File: src/rtl/seq_64_bit_subtractor.sv
// seq_64_bit_subtractor: multi-cycle a - b, CHUNK bits per clock, LSB chunk
// first, start/done handshake. Optional signed overflow flag: SUB_OVERFLOW_FLAG_EN.
// Ports: clk, rst (sync, active-high), start, a, b -> busy, done, diff, borrow
// (+ overflow when SUB_OVERFLOW_FLAG_EN is defined).
module seq_64_bit_subtractor #(
  parameter int WIDTH = 64,
  parameter int CHUNK = 16
) (
  input  logic             clk,
  input  logic             rst,
  input  logic             start,
  input  logic [WIDTH-1:0] a,
  input  logic [WIDTH-1:0] b,
  output logic             busy,
  output logic             done,
  output logic [WIDTH-1:0] diff,
  output logic             borrow
`ifdef SUB_OVERFLOW_FLAG_EN
  ,
  output logic             overflow
`endif
);

  localparam int NCHUNK = WIDTH / CHUNK;
  localparam int IW = (NCHUNK > 1) ? $clog2(NCHUNK) : 1;
  localparam logic [IW-1:0] LAST = IW'(NCHUNK - 1);

  typedef enum logic [1:0] {
    IDLE,
    RUN,
    DONE
  } state_t;

  state_t           state;
  logic [WIDTH-1:0] a_q;
  logic [WIDTH-1:0] b_q;
  logic [IW-1:0]    idx;
  logic             bin;
  logic [CHUNK:0]   step;
  logic             accept;
  int               base;

  // One extra bit on the chunk difference: its top bit is the borrow out.
  always_comb begin
    base = int'(idx) * CHUNK;
    step = {1'b0, a_q[base +: CHUNK]}
         - {1'b0, b_q[base +: CHUNK]}
         - {{CHUNK{1'b0}}, bin};
  end

  assign accept = start && (state != RUN);

  always_ff @(posedge clk) begin
    if (rst) begin
      state  <= IDLE;
      a_q    <= '0;
      b_q    <= '0;
      idx    <= '0;
      bin    <= 1'b0;
      busy   <= 1'b0;
      done   <= 1'b0;
      diff   <= '0;
      borrow <= 1'b0;
`ifdef SUB_OVERFLOW_FLAG_EN
      overflow <= 1'b0;
`endif
    end else begin
      case (state)
        RUN: begin
          diff[base +: CHUNK] <= step[CHUNK-1:0];
          bin <= step[CHUNK];
          idx <= idx + 1'b1;
          if (idx == LAST) begin
            state  <= DONE;
            busy   <= 1'b0;
            done   <= 1'b1;
            borrow <= step[CHUNK];
`ifdef SUB_OVERFLOW_FLAG_EN
            // Final chunk carries the result MSB.
            overflow <= (a_q[WIDTH-1] != b_q[WIDTH-1])
                     && (step[CHUNK-1] != a_q[WIDTH-1]);
`endif
          end
        end
        default: begin
          done <= 1'b0;
          if (accept) begin
            state  <= RUN;
            a_q    <= a;
            b_q    <= b;
            idx    <= '0;
            bin    <= 1'b0;
            busy   <= 1'b1;
            borrow <= 1'b0;
`ifdef SUB_OVERFLOW_FLAG_EN
            overflow <= 1'b0;
`endif
          end else begin
            state <= IDLE;
          end
        end
      endcase
    end
  end

endmodule

File: config.mk
export PLATFORM = sky130hd
export DESIGN_NAME = seq_64_bit_subtractor
export DESIGN_NICKNAME = d
export VERILOG_FILES = /design/src/rtl/seq_64_bit_subtractor.sv
export SDC_FILE = /design/constraint.sdc
export NUM_CORES = 1
export LEC_CHECK = 0
export BUFFER_PORTS_ARGS = -buffer_cell sky130_fd_sc_hd__clkbuf_2
export CELL_PAD_IN_SITES_DETAIL_PLACEMENT = 1
export CELL_PAD_IN_SITES_GLOBAL_PLACEMENT = 2
export CORE_AREA = 2 2 136 204
export CTS_CLUSTER_SIZE = 25
export DETAILED_ROUTE_END_ITERATION = 8
export DIE_AREA = 0 0 138 206
export PLACE_DENSITY_LB_ADDON = 0.1
export SLEW_MARGIN = 20
export SYNTH_ARGS = -nofsm -noshare
export SYNTH_HDL_FRONTEND = slang
export SYNTH_SLANG_ARGS = --single-unit
File: constraint.sdc
create_clock -name clk -period 6.6 [get_ports clk]
set_clock_uncertainty 0.2 [all_clocks]
set_input_delay 1.32 -clock clk [delete_from_list [all_inputs] [get_ports clk]]
set_output_delay 1.32 -clock clk [all_outputs]
set_load 0.05 [all_outputs]
## Word-level counts from Yosys, hierarchy flattened

Cells that the tools add are included.
W data, S select, Z words.

| word-level totals | value |
|---|---|
| register bits after elaboration | 200 |
| input port bits | 131 |
| word-level logic and storage cells | 40 |

| cells by class | value |
|---|---|
| $add $sub $neg | 4 |
| eq/ne operators | 4 |
| shifts and indexed selects | 4 |
| multiplexer cells | 13 |
| bitwise gates (word level) | 1 |
| reductions and logical operators | 5 |

Operators with widths:

| operator | number |
|---|---|
| $shiftx A64 B7 Y16 | 2 |
| $bwmux W64 | 1 |
| $shift A16 B33 Y64 const A | 1 |
| $shiftx A16 B33 Y64 | 1 |
| $neg A6 Y33 | 1 |
| $sub A16 B16 Y17 | 1 |
| $sub A17 B1 Y17 | 1 |
| $mux W1 | 8 |
| $mux W2 | 4 |
| $reduce_and A2 Y1 | 2 |
| $add A2 B1 Y2 const B | 1 |
| $eq A2 B1 Y1 const B | 1 |
| $eq A2 B2 Y1 const B | 1 |
| $ne A2 B1 Y1 const B | 1 |
| $ne A2 B2 Y1 const B | 1 |
| $reduce_bool A2 Y1 | 1 |
| $reduce_or A2 Y1 | 1 |
| $logic_and A1 B1 Y1 | 1 |
| $not A1 Y1 | 1 |

## Logic depth before layout (Yosys ltp)

Gate-level depths: netlist of the first run.

| depth | value |
|---|---|
| word-level depth | 5 |
| mapped depth | 14 |
| depth with buffers taken out | 11 |

## Worst setup path before layout of the first run

OpenSTA, ideal clock, no wires.

| path | value |
|---|---|
| path type | register to register |
| start | register idx[0] |
| end | register diff[30] |
| library setup time | 0.131 ns |
| arrival time | 3.476 ns |
| data required time | 6.269 ns |
| slack | 2.793 ns |
| stages on the path, launching flop included | 14 |
| period minus slack after synthesis | 3.807 ns |
| cells stage by stage | dfxtp_1 > buf_2 > buf_2 > mux4_2 > inv_1 > fa_1 > inv_1 > fa_1 > a21boi_1 > o22ai_2 > o21ba_2 > and4_1 > nor3_1 > o21ai_0 |

| on the way | value |
|---|---|
| word-level cells in the longest chain between the ends | 5 |
| elaborated cells on any way between the ends | 8 |
| those cells by class | 3 x add/sub; 4 x shift; 1 x mux |

Ends and longest elaborated chain:

| what | line | RTL |
|---|---|---|
| start, declared | 37 | `logic [IW-1:0] idx;` |
| start signal, assigned | 72 | `idx <= idx + 1'b1;` |
| $shiftx A64 B7 Y16, on equally long branches | 46, 47 |  |
| $sub A16 B16 Y17 | 47 | `- {1'b0, b_q[base +: CHUNK]}` |
| $sub A17 B1 Y17 | 48 | `- {{CHUNK{1'b0}}, bin};` |
| $shiftx A16 B33 Y64 | 70 | `diff[base +: CHUNK] <= step[CHUNK-1:0];` |
| $bwmux W64 (*) | 70 |  |
| end signal, assigned by index | 70 |  |
| end, declared | 16 | `output logic [WIDTH-1:0] diff,` |

Every way passes the cells marked *; elsewhere a longest branch is shown, timed or not.
A chain may end at the register's enable or synchronous reset.

## Worst setup path in the final report of the first run

Same ends and word-level chain as after synthesis.

==> results.md, run 1 <==
* Period utilisation layout at 71.6%
* Setup Total Neg Slack at 0 ns
* FMAX at 0.212 GHz
* Slew @ Worst Pin at 1.06 ns
* Max Slew Vio Count at 0
* Total Nets Final at 1,381
* CP Max Fanout at 24
* Slowest stage delay, CP at 0.85 ns
* GR Util met2 at 36.3%
* Met1 global-route usage at 25.0%
* R2r startpoint: idx[0]
* Final worst slack at 1.87 ns
* Remaining Overflow, GRT at 0
* Vias in the first global route at 7,986
* Drt wl/cell at 18.1 microns
* Post-synthesis xor/xnor area fraction at 0.687%
* Rows at 74
* Core Box Area at 26,900 sq um
* Global Route Usage Sum at 19.9%
* Crit end category: register
* Adder-cell share of the synthesized area at 5.21%
* Clock-pin transition on the worst setup and hold timing paths at 0.07 ns
* FF-to-FF End: diff[30]
* Asr flop ratio synth at 0%
* Largest net degree at the start of global routing at 101
* Avg Cell Area, Syn at 8.38 sq um
* DRT iter0 DRCs at 345
* RSZ-0062 raised after global routing: no
* Routed Wire Length at 28,500 microns
* Antenna viol nets, final at 0
* Routed vias/inst at 5.01
* CP startpoint: idx[0]
* First-pass GRT wire length at 44,400 microns
* Share of layout cells above drive strength 1 at 22.6%
* Clock buffer count from CTS at 17
* Post-CTS setup buffers at 0
* Hold Path Sink: b_q[31]
* N_diodes at 0
* CP delay by family, top: compound AO/OA/AOI/OAI gates
* Final core utilization at 39.9%
* Final Non-Filler Cells at 1,569
* Busiest grt layer: met2
* Drt first pass iters at 4
* Post-synthesis mux area share at 8.17%
* Hold path start: b_q[31]
* Worst hold path depth at 2
* Worst EP required at 6.69 ns
* Peak supply drop at 187 uV
* Pwr/cell area at 287 nW/um^2
* Maxcap violations at 0
* CTS tree: yes
* Status: completed
* Syn_nets at 1,232
* Worst Path Buf+Inv at 3
* Initial antenna violation count at 0
* Cell taking the most area after synthesis: dfxtp_1
* Endpoints failing setup at 0
* Synth Area in Compound Gates at 16.3%
* Top_reg_cell synth: dfxtp_1
* Setup Crit Path Kind: reg2reg
* Routability cong. at 0.832
* Largest cells by area after synthesis: dfxtp_1 45%, nand2_1 12%, a21oi_1 7.9%
* CTS sink cnt at 200
* IO Pins at 198
* Chip Height at 206 microns
* Layout area overhead at 20.0%
* Final worst path period need at 4.73 ns
* Die Width at 138 microns
* Placed cells at 1,537
* HPWL Detailed at 20,900 microns
* Starting Density at 33.3%
* FF-to-FF setup slack at 1.87 ns
* Cell Area, Synth at 8930 sq um
* Worst Setup Start Kind: register
* Slew headroom at 29.6%
* # H-tree levels at 4
* Clock latency on the worst-skew pair at 0.44 ns
* Maximum clock path buffer count at 2
* Vias at 7,854
* Total power at 3.07 mW
* Post-CTS sizing at 0
* Sequential share of the synthesized area at 44.8%
* Pre-CTS setup slack at 1.81 ns
* Simple logic cell fraction of the synthesized area at 19.3%
* Min-delay worst type: reg2reg
* Leakage at 4.42 nW
* Ys Warns at 0
* Input/output buffers at 197
* Post-Syn Instances at 1,065
* Unique masters post-synth at 56
* Die ar. at 28,400 sq um
* Hold-fix buffers at CTS at 0
* Worst path cell trace: buf_4, mux4_2, inv_1, fa_1, inv_1, fa_1, a21boi_1, o22ai_2, o21ba_2, and4_1, nor3_1, o21ai_0
* Largest family of logic cells by synthesized area: simple AND/OR/NAND/NOR gates
* R2r worst-path depth at 12
* Crit path DAT at 4.82 ns
* Synth top area share at 44.8%
* #FFs+latches synth at 200
* Root Driver: clkbuf_16
* Final Hold Vio Count at 0
* CP max stage cell: dfxtp_2
* EDFF count, synth at 0
* # DRC at 0
* M3 GR Usage at 2.85%
[stage by stage]
stage / hold WS, ns / area, sq um
after global routing: 0.275 / 10700
after detailed placement: 0.247 / 10100
after floorplan: 0.233 / 8930
final: 0.254 / 10700
after global placement: 0.239 / 10100
after CTS: 0.257 / 10700
[registers in the layout, indices dropped and copies added (netlist names)]
name	cells
diff	64
state	2
idx	2
done	1
b_q	64
busy	1
bin	1
borrow	1
a_q	64
[cell usage after synthesis, types with 9 or more instances]
master,instances
o21ai_0,21
ha_1,34
inv_1,53
a22oi_1,40
buf_2,9
clkbuf_1,62
nor2_1,60
dfxtp_1,200
mux4_2,31
nand3_1,30
nand2_1,283
a21oi_1,141
nor3_1,11
[kinds of logic (layout without fill, tap and decap cells)]
group | Yosys count | count (layout)
AO/OA/AOI/OAI | 245 | 245
XOR/XNOR | 7 | 7
adder cells (fa/ha/maj) | 36 | 36
buffers and inverters | 127 | 289
flip-flops | 200 | 200
multiplexers | 34 | 34
AND/OR/NAND/NOR | 416 | 416
[power breakdown]
part	internal, mW	switching (mW)
Sequential	1.27	0.0381
Combinational	0.247	0.487
Clock	0.549	0.486
Total	2.06	1.01
[per-layer routing]
metal	vias to the layer above	wire [microns]
li1	3938	-
met1	3770	12500
met2	137	15000
met3	9	777
met4	0	214
met5	-	0
[cells in the final DEF, fill, tap and decap left out, types with 4 or more instances in the layout]
| cell | Yosys | routed |
|---|---|---|
| a211oi_1 | 4 | 4 |
| a21oi_1 | 141 | 141 |
| a22oi_1 | 40 | 40 |
| a32oi_1 | 5 | 5 |
| buf_4 | 0 | 7 |
| clkbuf_16 | 0 | 17 |
| clkbuf_2 | 0 | 196 |
| clkinv_4 | 0 | 4 |
| dfxtp_1 | 200 | 198 |
| ha_1 | 34 | 34 |
| inv_1 | 53 | 53 |
| mux4_2 | 31 | 31 |
| nand2_1 | 283 | 282 |
| nand2b_1 | 4 | 4 |
| nand3_1 | 30 | 30 |
| nand4_1 | 7 | 7 |
| nor2_1 | 60 | 60 |
| nor2b_1 | 5 | 5 |
| nor3_1 | 11 | 11 |
| o211ai_1 | 4 | 4 |
| o21ai_0 | 21 | 21 |
| o21ai_1 | 7 | 7 |
| xnor2_1 | 6 | 6 |
[how the worst max path moves through the flow]
stage	endpoint	slack, ns	cells after the start
finish	diff[30]	1.87	12
global route	diff[46]	1.55	12
CTS	diff[30]	1.81	12
detailed placement	diff[30]	1.81	12
global placement	diff[62]	2.00	12
floorplan	diff[30]	2.79	13
[final cells by class]
| type | instances | area, sq um |
|---|---|---|
| fill | 3260 | 16100 |
| timing repair buffer | 204 | 1040 |
| clock buffer | 21 | 460 |
| multi-input combinational | 738 | 4460 |
| sequential | 200 | 4010 |
| clock inverter | 11 | 114 |
| inverter | 53 | 199 |
| tap | 342 | 428 |
[worst register-to-register path: cells and delay by family (launching register included)]
family	cells	cell delay [ns]
AO/OA/AOI/OAI	4	1.00
flip-flops	1	0.85
AND/OR/NAND/NOR	2	0.71
buffers and inverters	3	0.66
adder cells (fa/ha/maj)	2	0.62
multiplexers	1	0.55
(Power assumes the default switching activity.)
==> run 2, diff against run 1 <==
Settings changed: CORE_AREA 2 2 136 204 to 2 2 140 210, DIE_AREA 0 0 138 206 to 0 0 142 212.
Clock period 6.6 ns to 4.8 ns, I/O delays scaled along.
==> results.md, run 2 (synthesis results as in run 1) <==
* Slew headroom at 32.3%
* Commonest cells after routing, fill and taps aside: 282 x nand2_1, 198 x dfxtp_1, 196 x clkbuf_2
* Max Slew Vio Count at 0
* Final core utilization at 38.1%
* First-pass GRT wire length at 46,100 microns
* Initial antenna violation count at 0
* RSZ-0062 raised after global routing: no
* Rows at 76
* Clock buffer count from CTS at 17
* Routed Wire Length at 29,700 microns
* Core Box Area at 28,400 sq um
* Input/output buffers at 197
* Drt first pass iters at 4
* Final worst path period need at 4.28 ns
* Reg area at 4010 sq um
* Final Hold Vio Count at 0
* HPWL Detailed at 22,400 microns
* Share of layout cells above drive strength 1 at 23.3%
* Area occupied by multi-input gates at 4460 sq um
* N_diodes at 0
* Placed cells at 1,555
* # DRC at 0
* Remaining Overflow, GRT at 0
* Setup Crit Path Kind: reg2reg
* Crit path DAT at 4.38 ns
* IO Pins at 198
* Vias at 8,008
* Routed vias/inst at 5.05
* Pwr/cell area at 398 nW/um^2
* Clock latency on the worst-skew pair at 0.44 ns
* Global Route Usage Sum at 19.9%
* CP Max Fanout at 16
* CTS sink cnt at 200
* Die Width at 142 microns
* Crit end category: register
* Endpoints failing setup at 0
* Clock-pin transition on the worst setup and hold timing paths at 0.08 ns
* Total Nets Final at 1,390
* CTS tree: yes
* Routability cong. at 0.815
* Layout area overhead at 21.2%
* Peak supply drop at 269 uV
* Maxcap violations at 0
* Setup Total Neg Slack at 0 ns
* Chip Height at 212 microns
* Leakage at 4.49 nW
* Largest registers: a_q (64), b_q (64), diff (64)
* Worst Setup Start Kind: register
* # H-tree levels at 4
* Maximum clock path buffer count at 2
* Worst EP required at 4.90 ns
* Root Driver: clkbuf_16
* Slew @ Worst Pin at 1.02 ns
* Final Non-Filler Cells at 1,587
* Post-CTS setup buffers at 0
* Die ar. at 30,100 sq um
* Most common cell after layout, fill and taps aside: nand2_1
* Vias in the first global route at 8,144
* Antenna viol nets, final at 0
* DRT iter0 DRCs at 291
* Starting Density at 31.4%
* Hold-fix buffers at CTS at 0
* Fill cells at 3,471
* Period utilisation layout at 89.1%
* Largest net degree at the start of global routing at 94
* FMAX at 0.234 GHz
* Drt wl/cell at 18.7 microns
* Post-CTS sizing at 0
* Status: completed
* Min-delay worst type: reg2reg
## run 2: report_power, final
part           switching, mW  internal [mW]  leakage [nW]
clock network          0.701          0.776         0.296
registers             0.0580           1.74          1.63
logic                  0.672          0.352          2.56
## run 2: worst max-delay path, stage by stage, from the launching register on
cell	delay [ns]
dfxtp_2	0.68
buf_4	0.30
mux4_2	0.55
ha_1	0.29
inv_1	0.04
ha_1	0.45
and3_1	0.31
nand4_1	0.14
o21ba_2	0.26
and4_1	0.18
nor3_1	0.54
o21ai_0	0.18
## run 2: path summary, 6_finish.rpt
check	startpoint	to	slack, ns	depth (start not counted)
worst max-delay path	idx[0]	diff[62]	0.52	11
worst min-delay path	b_q[53]	b_q[53]	0.26	2
worst max register to register	idx[0]	diff[62]	0.52	11
worst min register to register	b_q[53]	b_q[53]	0.26	2
## run 2: area by class of cell
cell class                 instances  share of cell area [%]
clock buffer                      20                    4.31
clock inverter                    12                    1.18
inverter                          53                    1.84
multi-input combinational        738                    41.2
sequential                       200                    37.0
tap                              351                    4.06
timing repair buffer             213                    10.4
## run 2: stage by stage
step / instance area (sq um) / hold WS (ns) / worst slack, ns / total power [mW]
2_1_floorplan: 8930 / 0.233 / 0.993 / 2.51
3_3_place_gp: 10200 / 0.240 / 0.581 / 2.87
3_5_place_dp: 10200 / 0.245 / 0.527 / 2.88
4_1_cts: 10800 / 0.256 / 0.516 / 4.35
5_1_grt: 10800 / 0.275 / 0.298 / 4.51
6_report: 10800 / 0.256 / 0.525 / 4.30
## run 2: metal layers
| layer | up-vias | GRT usage (%) | share of wire, % |
|---|---|---|---|
| met2 | 139 | 37.2 | 53 |
| li1 | 3966 | - | - |
| met1 | 3886 | 24.0 | 43 |
| met5 | - | 0 | 0 |
| met4 | 0 | 4.45 | 1.0 |
| met3 | 17 | 2.77 | 2.4 |
